==> config.mk <==
export PLATFORM = sky130hd
export DESIGN_NAME = i2c_target_frontend_flat
export DESIGN_NICKNAME = d
export VERILOG_FILES = /design/src/rtl/i2c_pkg.sv /design/src/rtl/i2c_target_frontend_if.sv /design/src/rtl/i2c_sync_edge.sv /design/src/rtl/i2c_target_frontend.sv /design/src/flat_wrapper.sv
export SDC_FILE = /design/constraint.sdc
export NUM_CORES = 1
export LEC_CHECK = 0
export CAP_MARGIN = 20
export CORE_MARGIN = 2
export CORE_UTILIZATION = 55
export CTS_CLUSTER_DIAMETER = 40
export DETAILED_ROUTE_END_ITERATION = 7
export GPL_ROUTABILITY_DRIVEN = 0
export PLACE_DENSITY = 0.78
export REMOVE_ABC_BUFFERS = 1
export SLEW_MARGIN = 20
export SYNTH_ARGS = -nofsm -noshare
export SYNTH_HDL_FRONTEND = slang
export SYNTH_HIERARCHICAL = 1
export SYNTH_SLANG_ARGS = --single-unit
==> constraint.sdc <==
create_clock -name clk -period 2.6 [get_ports clk]
set_input_delay 0.52 -clock clk [delete_from_list [all_inputs] [get_ports clk]]
set_output_delay 0.52 -clock clk [all_outputs]
set_load 0.1 [all_outputs]
==> src/rtl/i2c_pkg.sv <==
// ============================================================================
// Module      : i2c_pkg
// Description : Shared constants for the I2C target front-end: FSM state
//               encodings, default target address and PID gain register map.
// Revision    : 1.0 - initial release
// ============================================================================
`timescale 1ns/1ps
`default_nettype none

package i2c_pkg;

    typedef logic [3:0] state_t;

    localparam state_t C_ST_IDLE     = 4'd0;
    localparam state_t C_ST_DEV_ADDR = 4'd1;
    localparam state_t C_ST_ACK_ADDR = 4'd2;
    localparam state_t C_ST_REG_PTR  = 4'd3;
    localparam state_t C_ST_ACK_PTR  = 4'd4;
    localparam state_t C_ST_WR_DATA  = 4'd5;
    localparam state_t C_ST_ACK_DATA = 4'd6;
    localparam state_t C_ST_RD_DATA  = 4'd7;
    localparam state_t C_ST_RD_ACK   = 4'd8;
    localparam state_t C_ST_IGNORE   = 4'd9;

    localparam logic [6:0] C_DEV_ADDR_DEFAULT = 7'h2A;

    localparam logic [7:0] C_REG_KP = 8'h00;
    localparam logic [7:0] C_REG_KI = 8'h01;
    localparam logic [7:0] C_REG_KD = 8'h02;

endpackage

`default_nettype wire

==> src/rtl/i2c_target_frontend_if.sv <==
// ============================================================================
// Module      : i2c_target_frontend_if
// Description : Register-file access bus between the I2C front-end (master)
//               and the PID gain register block (slave).
// Revision    : 1.0 - initial release
// ============================================================================
`timescale 1ns/1ps
`default_nettype none

interface i2c_target_frontend_if #(
    parameter int ADDR_W = 8,
    parameter int DATA_W = 6
) ();

    logic [ADDR_W-1:0] reg_addr;
    logic [DATA_W-1:0] update_value;
    logic              wr_stb;
    logic [DATA_W-1:0] rd_value;

    modport master (
        output reg_addr,
        output update_value,
        output wr_stb,
        input  rd_value
    );

    modport slave (
        input  reg_addr,
        input  update_value,
        input  wr_stb,
        output rd_value
    );

endinterface

`default_nettype wire

==> src/rtl/i2c_sync_edge.sv <==
// ============================================================================
// Module      : i2c_sync_edge
// Description : SCL/SDA synchroniser with SCL edge and START/STOP detection.
// Revision    : 1.0 - initial release
// ============================================================================
`timescale 1ns/1ps
`default_nettype none

module i2c_sync_edge #(
    parameter int SYNC_STAGES = 2
) (
    input  wire logic clk,
    input  wire logic rst_n,
    input  wire logic i_scl,
    input  wire logic i_sda,
    output logic      o_sda,
    output logic      o_scl_rise,
    output logic      o_scl_fall,
    output logic      o_start,
    output logic      o_stop
);

    logic [SYNC_STAGES-1:0] r_scl_sync;
    logic [SYNC_STAGES-1:0] r_sda_sync;
    logic                   r_scl_prev;
    logic                   r_sda_prev;
    logic                   w_scl;
    logic                   w_sda;

    // Reset to the idle-bus level so no spurious edge appears on release.
    always_ff @(posedge clk or negedge rst_n) begin
        if (!rst_n) begin
            r_scl_sync <= '1;
            r_sda_sync <= '1;
            r_scl_prev <= 1'b1;
            r_sda_prev <= 1'b1;
        end else begin
            r_scl_sync <= {r_scl_sync[SYNC_STAGES-2:0], i_scl};
            r_sda_sync <= {r_sda_sync[SYNC_STAGES-2:0], i_sda};
            r_scl_prev <= w_scl;
            r_sda_prev <= w_sda;
        end
    end

    assign w_scl = r_scl_sync[SYNC_STAGES-1];
    assign w_sda = r_sda_sync[SYNC_STAGES-1];

    assign o_sda      = w_sda;
    assign o_scl_rise =  w_scl & ~r_scl_prev;
    assign o_scl_fall = ~w_scl &  r_scl_prev;
    assign o_start    = w_scl & r_scl_prev &  r_sda_prev & ~w_sda;
    assign o_stop     = w_scl & r_scl_prev & ~r_sda_prev &  w_sda;

endmodule

`default_nettype wire

==> src/rtl/i2c_target_frontend.sv <==
// ============================================================================
// Module      : i2c_target_frontend
// Description : I2C target decoding bus transfers into PID gain register
//               accesses. Define I2C_AUTO_INC_EN for pointer auto-increment.
// Revision    : 1.0 - initial release
// ============================================================================
`timescale 1ns/1ps
`default_nettype none

module i2c_target_frontend
    import i2c_pkg::*;
#(
    parameter logic [6:0] DEV_ADDR    = C_DEV_ADDR_DEFAULT,
    parameter int         ADDR_W      = 8,
    parameter int         DATA_W      = 6,
    parameter int         SYNC_STAGES = 2
) (
    input  wire logic              clk,
    input  wire logic              rst_n,
    input  wire logic              scl_i,
    input  wire logic              sda_i,
    output logic                   sda_oe,
    i2c_target_frontend_if.master  rf,
    output logic                   busy
);

    logic w_sda;
    logic w_scl_rise;
    logic w_scl_fall;
    logic w_start;
    logic w_stop;

    i2c_sync_edge #(
        .SYNC_STAGES (SYNC_STAGES)
    ) u_sync_edge (
        .clk        (clk),
        .rst_n      (rst_n),
        .i_scl      (scl_i),
        .i_sda      (sda_i),
        .o_sda      (w_sda),
        .o_scl_rise (w_scl_rise),
        .o_scl_fall (w_scl_fall),
        .o_start    (w_start),
        .o_stop     (w_stop)
    );

    state_t            r_state;
    logic [3:0]        r_bit_cnt;
    logic [7:0]        r_shift;
    logic              r_rw;
    logic              r_rd_ack;
    logic              r_sda_oe;
    logic              r_busy;
    logic              r_wr_stb;
    logic [ADDR_W-1:0] r_reg_addr;
    logic [DATA_W-1:0] r_update_value;

    logic              w_rx_state;
    logic              w_byte_done;
    logic [7:0]        w_rd_byte;

    assign w_rx_state  = (r_state == C_ST_DEV_ADDR) || (r_state == C_ST_REG_PTR) ||
                         (r_state == C_ST_WR_DATA);
    assign w_byte_done = w_scl_fall && (r_bit_cnt == 4'd8);
    assign w_rd_byte   = 8'(rf.rd_value);

    always_ff @(posedge clk or negedge rst_n) begin
        if (!rst_n) begin
            r_state        <= C_ST_IDLE;
            r_bit_cnt      <= 4'd0;
            r_shift        <= 8'd0;
            r_rw           <= 1'b0;
            r_rd_ack       <= 1'b0;
            r_sda_oe       <= 1'b0;
            r_busy         <= 1'b0;
            r_wr_stb       <= 1'b0;
            r_reg_addr     <= '0;
            r_update_value <= '0;
        end else begin
            r_wr_stb <= 1'b0;
`ifdef I2C_AUTO_INC_EN
            if (r_wr_stb) begin
                r_reg_addr <= r_reg_addr + ADDR_W'(1);
            end
`endif
            if (w_start) begin
                r_state   <= C_ST_DEV_ADDR;
                r_bit_cnt <= 4'd0;
                r_busy    <= 1'b1;
                r_sda_oe  <= 1'b0;
            end else if (w_stop) begin
                r_state   <= C_ST_IDLE;
                r_bit_cnt <= 4'd0;
                r_busy    <= 1'b0;
                r_sda_oe  <= 1'b0;
            end else begin
                if (w_rx_state && w_scl_rise) begin
                    r_shift   <= {r_shift[6:0], w_sda};
                    r_bit_cnt <= r_bit_cnt + 4'd1;
                end

                case (r_state)
                    C_ST_DEV_ADDR: begin
                        if (w_byte_done) begin
                            r_bit_cnt <= 4'd0;
                            if (r_shift[7:1] == DEV_ADDR) begin
                                r_rw     <= r_shift[0];
                                r_sda_oe <= 1'b1;
                                r_state  <= C_ST_ACK_ADDR;
                            end else begin
                                r_sda_oe <= 1'b0;
                                r_state  <= C_ST_IGNORE;
                            end
                        end
                    end

                    C_ST_ACK_ADDR: begin
                        if (w_scl_fall) begin
                            if (r_rw) begin
                                r_shift  <= w_rd_byte;
                                r_sda_oe <= ~w_rd_byte[7];
                                r_state  <= C_ST_RD_DATA;
                            end else begin
                                r_sda_oe <= 1'b0;
                                r_state  <= C_ST_REG_PTR;
                            end
                        end
                    end

                    C_ST_REG_PTR: begin
                        if (w_byte_done) begin
                            r_bit_cnt  <= 4'd0;
                            r_reg_addr <= ADDR_W'(r_shift);
                            r_sda_oe   <= 1'b1;
                            r_state    <= C_ST_ACK_PTR;
                        end
                    end

                    C_ST_ACK_PTR, C_ST_ACK_DATA: begin
                        if (w_scl_fall) begin
                            r_sda_oe <= 1'b0;
                            r_state  <= C_ST_WR_DATA;
                        end
                    end

                    C_ST_WR_DATA: begin
                        // Strobe and ACK assert on the same clk.
                        if (w_byte_done) begin
                            r_bit_cnt      <= 4'd0;
                            r_update_value <= DATA_W'(r_shift);
                            r_wr_stb       <= 1'b1;
                            r_sda_oe       <= 1'b1;
                            r_state        <= C_ST_ACK_DATA;
                        end
                    end

                    C_ST_RD_DATA: begin
                        if (w_scl_rise) begin
                            r_bit_cnt <= r_bit_cnt + 4'd1;
                        end else if (w_scl_fall) begin
                            if (r_bit_cnt == 4'd8) begin
                                r_bit_cnt <= 4'd0;
                                r_sda_oe  <= 1'b0;
                                r_rd_ack  <= 1'b0;
                                r_state   <= C_ST_RD_ACK;
                            end else begin
                                r_shift  <= {r_shift[6:0], 1'b0};
                                r_sda_oe <= ~r_shift[6];
                            end
                        end
                    end

                    C_ST_RD_ACK: begin
                        // Pointer moves on the ACK rise so rd_value settles before the reload fall.
                        if (w_scl_rise) begin
                            if (!w_sda) begin
                                r_rd_ack <= 1'b1;
`ifdef I2C_AUTO_INC_EN
                                r_reg_addr <= r_reg_addr + ADDR_W'(1);
`endif
                            end else begin
                                r_state <= C_ST_IGNORE;
                            end
                        end else if (w_scl_fall && r_rd_ack) begin
                            r_rd_ack <= 1'b0;
                            r_shift  <= w_rd_byte;
                            r_sda_oe <= ~w_rd_byte[7];
                            r_state  <= C_ST_RD_DATA;
                        end
                    end

                    C_ST_IGNORE: begin
                        r_sda_oe <= 1'b0;
                    end

                    default: begin
                        r_sda_oe <= 1'b0;
                    end
                endcase
            end
        end
    end

    assign sda_oe          = r_sda_oe;
    assign busy            = r_busy;
    assign rf.reg_addr     = r_reg_addr;
    assign rf.update_value = r_update_value;
    assign rf.wr_stb       = r_wr_stb;

endmodule

`default_nettype wire

==> src/flat_wrapper.sv <==
// flat-port wrapper written by rule: the top's interface ports become plain ports
module i2c_target_frontend_flat import i2c_pkg::*;
#(
    parameter logic [6:0] DEV_ADDR    = C_DEV_ADDR_DEFAULT,
    parameter int         ADDR_W      = 8,
    parameter int         DATA_W      = 6,
    parameter int         SYNC_STAGES = 2
)
  (clk, rst_n, scl_i, sda_i, sda_oe, busy, rf_reg_addr, rf_update_value, rf_wr_stb, rf_rd_value);
  i2c_target_frontend_if #(.ADDR_W(ADDR_W), .DATA_W(DATA_W)) rf_i ();
  input  wire logic clk;
  input  wire logic rst_n;
  input  wire logic scl_i;
  input  wire logic sda_i;
  output logic sda_oe;
  output logic busy;
  output wire logic [$bits(rf_i.reg_addr)-1:0] rf_reg_addr;
  output wire logic [$bits(rf_i.update_value)-1:0] rf_update_value;
  output wire logic [$bits(rf_i.wr_stb)-1:0] rf_wr_stb;
  input wire logic [$bits(rf_i.rd_value)-1:0] rf_rd_value;
  assign rf_reg_addr = rf_i.reg_addr;
  assign rf_update_value = rf_i.update_value;
  assign rf_wr_stb = rf_i.wr_stb;
  assign rf_i.rd_value = rf_rd_value;
  i2c_target_frontend #(.DEV_ADDR(DEV_ADDR), .ADDR_W(ADDR_W), .DATA_W(DATA_W), .SYNC_STAGES(SYNC_STAGES)) u_core (.clk(clk), .rst_n(rst_n), .scl_i(scl_i), .sda_i(sda_i), .sda_oe(sda_oe), .rf(rf_i), .busy(busy));
endmodule
==> results <==
- The clock period could shrink to 2407 ps.
- By startpoint and endpoint, the worst setup path is classified as register to register.
- The clock passes through at most 2 buffers.
- The largest single stage delay on the critical path is 680 ps.
- The latest clock arrival within the worst-skew pair is roughly 300 ps.
- The internal power of the cells totals 1.538 mW.
- Measured along the y axis, the die boundary spans 69.90 um.
- The global-route usage over all layers is 24.15%.
- The count of filler cells inserted in the layout is 340.
- The final route contains 2,003 vias.
- Of all nets on the critical path, the largest fanout is 24.
- Traced cell by cell, the critical path runs through or4b_4 > o22ai_4 > o2111ai_2 > or3b_1 > a21o_1.
- In this run the worst hold path is classified as input port to async pin.
- The flow ran to the end, and the final reports show no timing, DRC or antenna violations.
- The critical path launch point is u_core/r_state[1]$_DFFE_PN0P_.
- The power per cell area is 964.8 nW/um^2.
- The number of nets in the final layout is 283.
- The count of H-tree levels built during CTS is 2.
- After detailed routing, the average wire length per cell comes to 17.27 um.
- The number of global-route vias before repair is 1,920.
- Summed over all failing endpoints, the final setup total negative slack is 0 ps.
- The number of cells produced by synthesis is 237.
- Summed over all nets, the switching power comes to 1.136 mW.
- Summed over all cells, the static leakage comes to 1.233 nW.
- STA classifies the critical path startpoint as a register.
- Setup repair after global routing left no endpoint under its margin.
- Based on the critical path, the design can be clocked at up to 415.4 MHz.
- After the first detailed-routing iteration, the DRC count stood at around 250.
- For this run, global-route usage on met1 was measured as between 30% and 40%.
- The worst pin sits at a relative slew slack of approximately 40%.
- The worst vdd rail ir drop is 491.2 uV.
- Summing the sequential cell areas from Yosys gives 43.27% of the chip area.
- The area inside the core boundary is 4086 um^2.
- TritonCTS built the clock tree.
- The initial antenna violation count came to 0.
- The starting utilization of the core area is 58.45%.
- Entering global routing, the biggest net connects 42 pins.
- Synthesis inferred 41 register bits.
- The post-CTS setup repair buffer count is 0.
- The number of synthesis warnings is 6.
- After detailed routing, the number of vias per cell comes to 6.220.
- For this block, the routed nets add up to 5561 um of wire.
- The routing layer with the top usage in global route is met1.
- The first detailed-routing pass took 4 iterations.
- The total count of hold-check failures in the final report is 0.
- The number of pins with negative max-slew slack in the final report came to 0.
- In this run, post-CTS repair resized a total of 0 instances.
- In this run, the combinational gates consume approximately 44% of the power.
- The clock network fraction of total power is 17.6%.
- The mean instance size in the synthesized netlist is 10.08 um^2.
- After synthesis the cells add up to 2389 um^2.
- The tool flagged a number of max-cap violations equal to 0.
- The floorplan step set the die width to 69.90 um.
- The overall overflow remaining after global route is 0.
- Net switching is 42.49% of the power.
- The detail route stage leaves a number of antenna-violating nets equal to 0.
- The worst-path cell with the longest stage delay is dfrtp_1.
- The total CTS buffers is 5.
- The wire length of the first global-routing pass is around 9400 um.
- Of the total power, registers draw 38.8%.
- The post-route DRC violation count is 0.
- Among all flip-flop cells after synthesis, the most frequent one is dfrtp_1.
- 27 I/O pins were placed.
- The total half-perimeter wirelength after legalization and detailed placement is roughly 3900 um.
- The number of distinct library cells after synthesis is between 50 and 60.
- The startpoint identified for the worst register-to-register timing path is u_core/r_state[1]$_DFFE_PN0P_.
- The met2 track demand over resource is 33.23%.
- The clock drives 41 sinks.
- The proportion of synthesized flip-flops having asynchronous set or reset is 100.0%.
- The critical path required time is 2790 ps.
- After layout, the worst path uses 92.58% of the clock period.
- The cell at the root of the clock tree is clkbuf_8.
- The number of buffer and inverter stages on the critical path is 0.
- The die covers 4886 um^2.
- The family with the most delay on the worst path is simple AND/OR/NAND/NOR gates.
- The final number of setup-violating endpoints is 0.
- The proportion of layout cells with a drive suffix above 1 is 27.21%.
- STA puts the critical path data arrival time at 2600 ps.
- The clock transition time at the flip-flop clock pins of the worst setup and hold paths is 80 ps.
- The number of synthesized flops with an enable pin is 0.
- For met3 alone, demand over resource in global routing was 4.473%.
- The antenna diode count is 0.
- The quantity of I/O buffers inserted on ports is 26.
- The slew at the pin closest to its max-slew limit is 902.3 ps.
- The core occupancy in the finished layout is 67.82%.
- Compared with the post-synthesis result, the final layout area differs by 16.03%.
- The endpoint class of the critical path is a register.
- The setup skew after layout is 5.988 ps.
- The initialized floorplan defines 23 standard-cell rows.
- Buffers inserted to repair hold after CTS numbered 0.
## cells by family (layout without fill, tap and decap cells)
| logic type | count (synthesis) | after routing | share of synthesized area (%) |
|---|---|---|---|
| muxes | 13 | 13 | 6.129 |
| buffers and inverters | 22 | 57 | 5.553 |
| DFF | 41 | 41 | 43.27 |
| and+or+nand+nor | 89 | 89 | 22.05 |
| xor gates and xnor gates | 3 | 3 | 1.100 |
| adders and majority gates | 2 | 2 | 1.048 |
| AOI/OAI and AO/OA | 67 | 67 | 20.85 |
## Yosys cell counts, drive strengths merged, types with 3 or more instances
master   n  area share [%]
a21oi   19             4.0
a211oi   3            0.94
nor2    18             2.8
nand3    8             1.7
nand3b   4             1.3
nand2   21             3.3
nor2b    4             1.0
a221o    5             2.1
o22a     3             1.1
inv     10             1.6
nor3     5             1.0
nor3b    3             1.4
nand2b   4             1.0
and2     3            0.89
and4b    3             1.3
o21ai   13             2.9
clkbuf   5             1.6
mux2    13             6.1
dfstp    6             6.6
buf      7             2.4
dfrtp   35              37
a32o     3             1.3
## state kept, by name (all words and copies together) (netlist names)
register,cells
u_core/r_shift,8
u_core/rf.reg_addr,8
u_core/rf.update_value,6
u_core/r_bit_cnt,4
u_core/r_state,4
u_core/u_sync_edge/r_scl_sync,2
u_core/u_sync_edge/r_sda_sync,2
u_core/busy,1
u_core/r_rd_ack,1
u_core/r_rw,1
u_core/rf.wr_stb,1
u_core/sda_oe,1
u_core/u_sync_edge/r_scl_prev,1
u_core/u_sync_edge/r_sda_prev,1
## per-layer routing
layer	wire length, um	vias up	share of wire [%]
li1	-	949	-
met1	2518	933	45
met2	2399	105	43
met3	512	16	9.2
met4	131	0	2.4
met5	0	-	0
## final cells by class
| cell class | instances | area [um^2] | share of cell area [%] |
|---|---|---|---|
| Clock buffer | 7 | 96.34 | 3.476 |
| Inverter | 10 | 37.54 | 1.354 |
| Sequential cell | 41 | 1033 | 37.29 |
| Timing Repair Buffer | 39 | 310.3 | 11.20 |
| Tap cell | 50 | 62.56 | 2.257 |
| Clock inverter | 1 | 8.758 | 0.3160 |
| Multi-Input combinational cell | 174 | 1222 | 44.11 |
## power groups by stage
stage          registers, mW  clock network (mW)  logic (mW)
5_1_grt                 1.06               0.513        1.28
2_1_floorplan           1.07                   0       0.756
6_report                1.04               0.472        1.16
3_3_place_gp            1.03                   0        1.13
4_1_cts                 1.02               0.485        1.15
3_5_place_dp            1.04                   0        1.14
## placed cells by master (no fill, tap or decap), drive strengths merged, types with 4 or more instances in the layout
cell type       n
a21oi          19
a221o           5
buf            31
clkbuf          7
clkdlybuf4s50   8
dfrtp          35
dfstp           6
inv            11
mux2           13
nand2          21
nand2b          4
nand3           8
nand3b          4
nor2           18
nor2b           4
nor3            5
o21ai          13
## through the flow
| stage | power, mW | setup slack (ps) | cells | cell area [um^2] | hold WS, ps |
|---|---|---|---|---|---|
| global placement | 2.162 | 285.7 | 314 | 2666 | 346.3 |
| global route | 2.854 | 121.8 | 322 | 2771 | 361.5 |
| detailed placement | 2.179 | 265.9 | 314 | 2666 | 347.3 |
| finish | 2.674 | 192.8 | 322 | 2771 | 345.5 |
| CTS | 2.660 | 243.7 | 322 | 2771 | 359.2 |
| floorplan | 1.828 | 417.4 | 225 | 2293 | 224.4 |
## final timing paths
kind                            slack [ps]                                         end  depth (start not counted)
worst max-delay path                   190               u_core/r_state[0]$_DFFE_PN0P_                          5
worst min-delay path                   350       u_core/rf.update_value[0]$_DFFE_PN0P_                          1
worst max register to register         190               u_core/r_state[0]$_DFFE_PN0P_                          5
worst min register to register         360  u_core/u_sync_edge/r_sda_sync[1]$_DFF_PN1_                          0
max in group asynchronous             1690                     u_core/busy$_DFFE_PN0N_                          1
min in group clk                       360  u_core/u_sync_edge/r_sda_sync[1]$_DFF_PN1_                          0
Power figures use the tool's default switching activity.
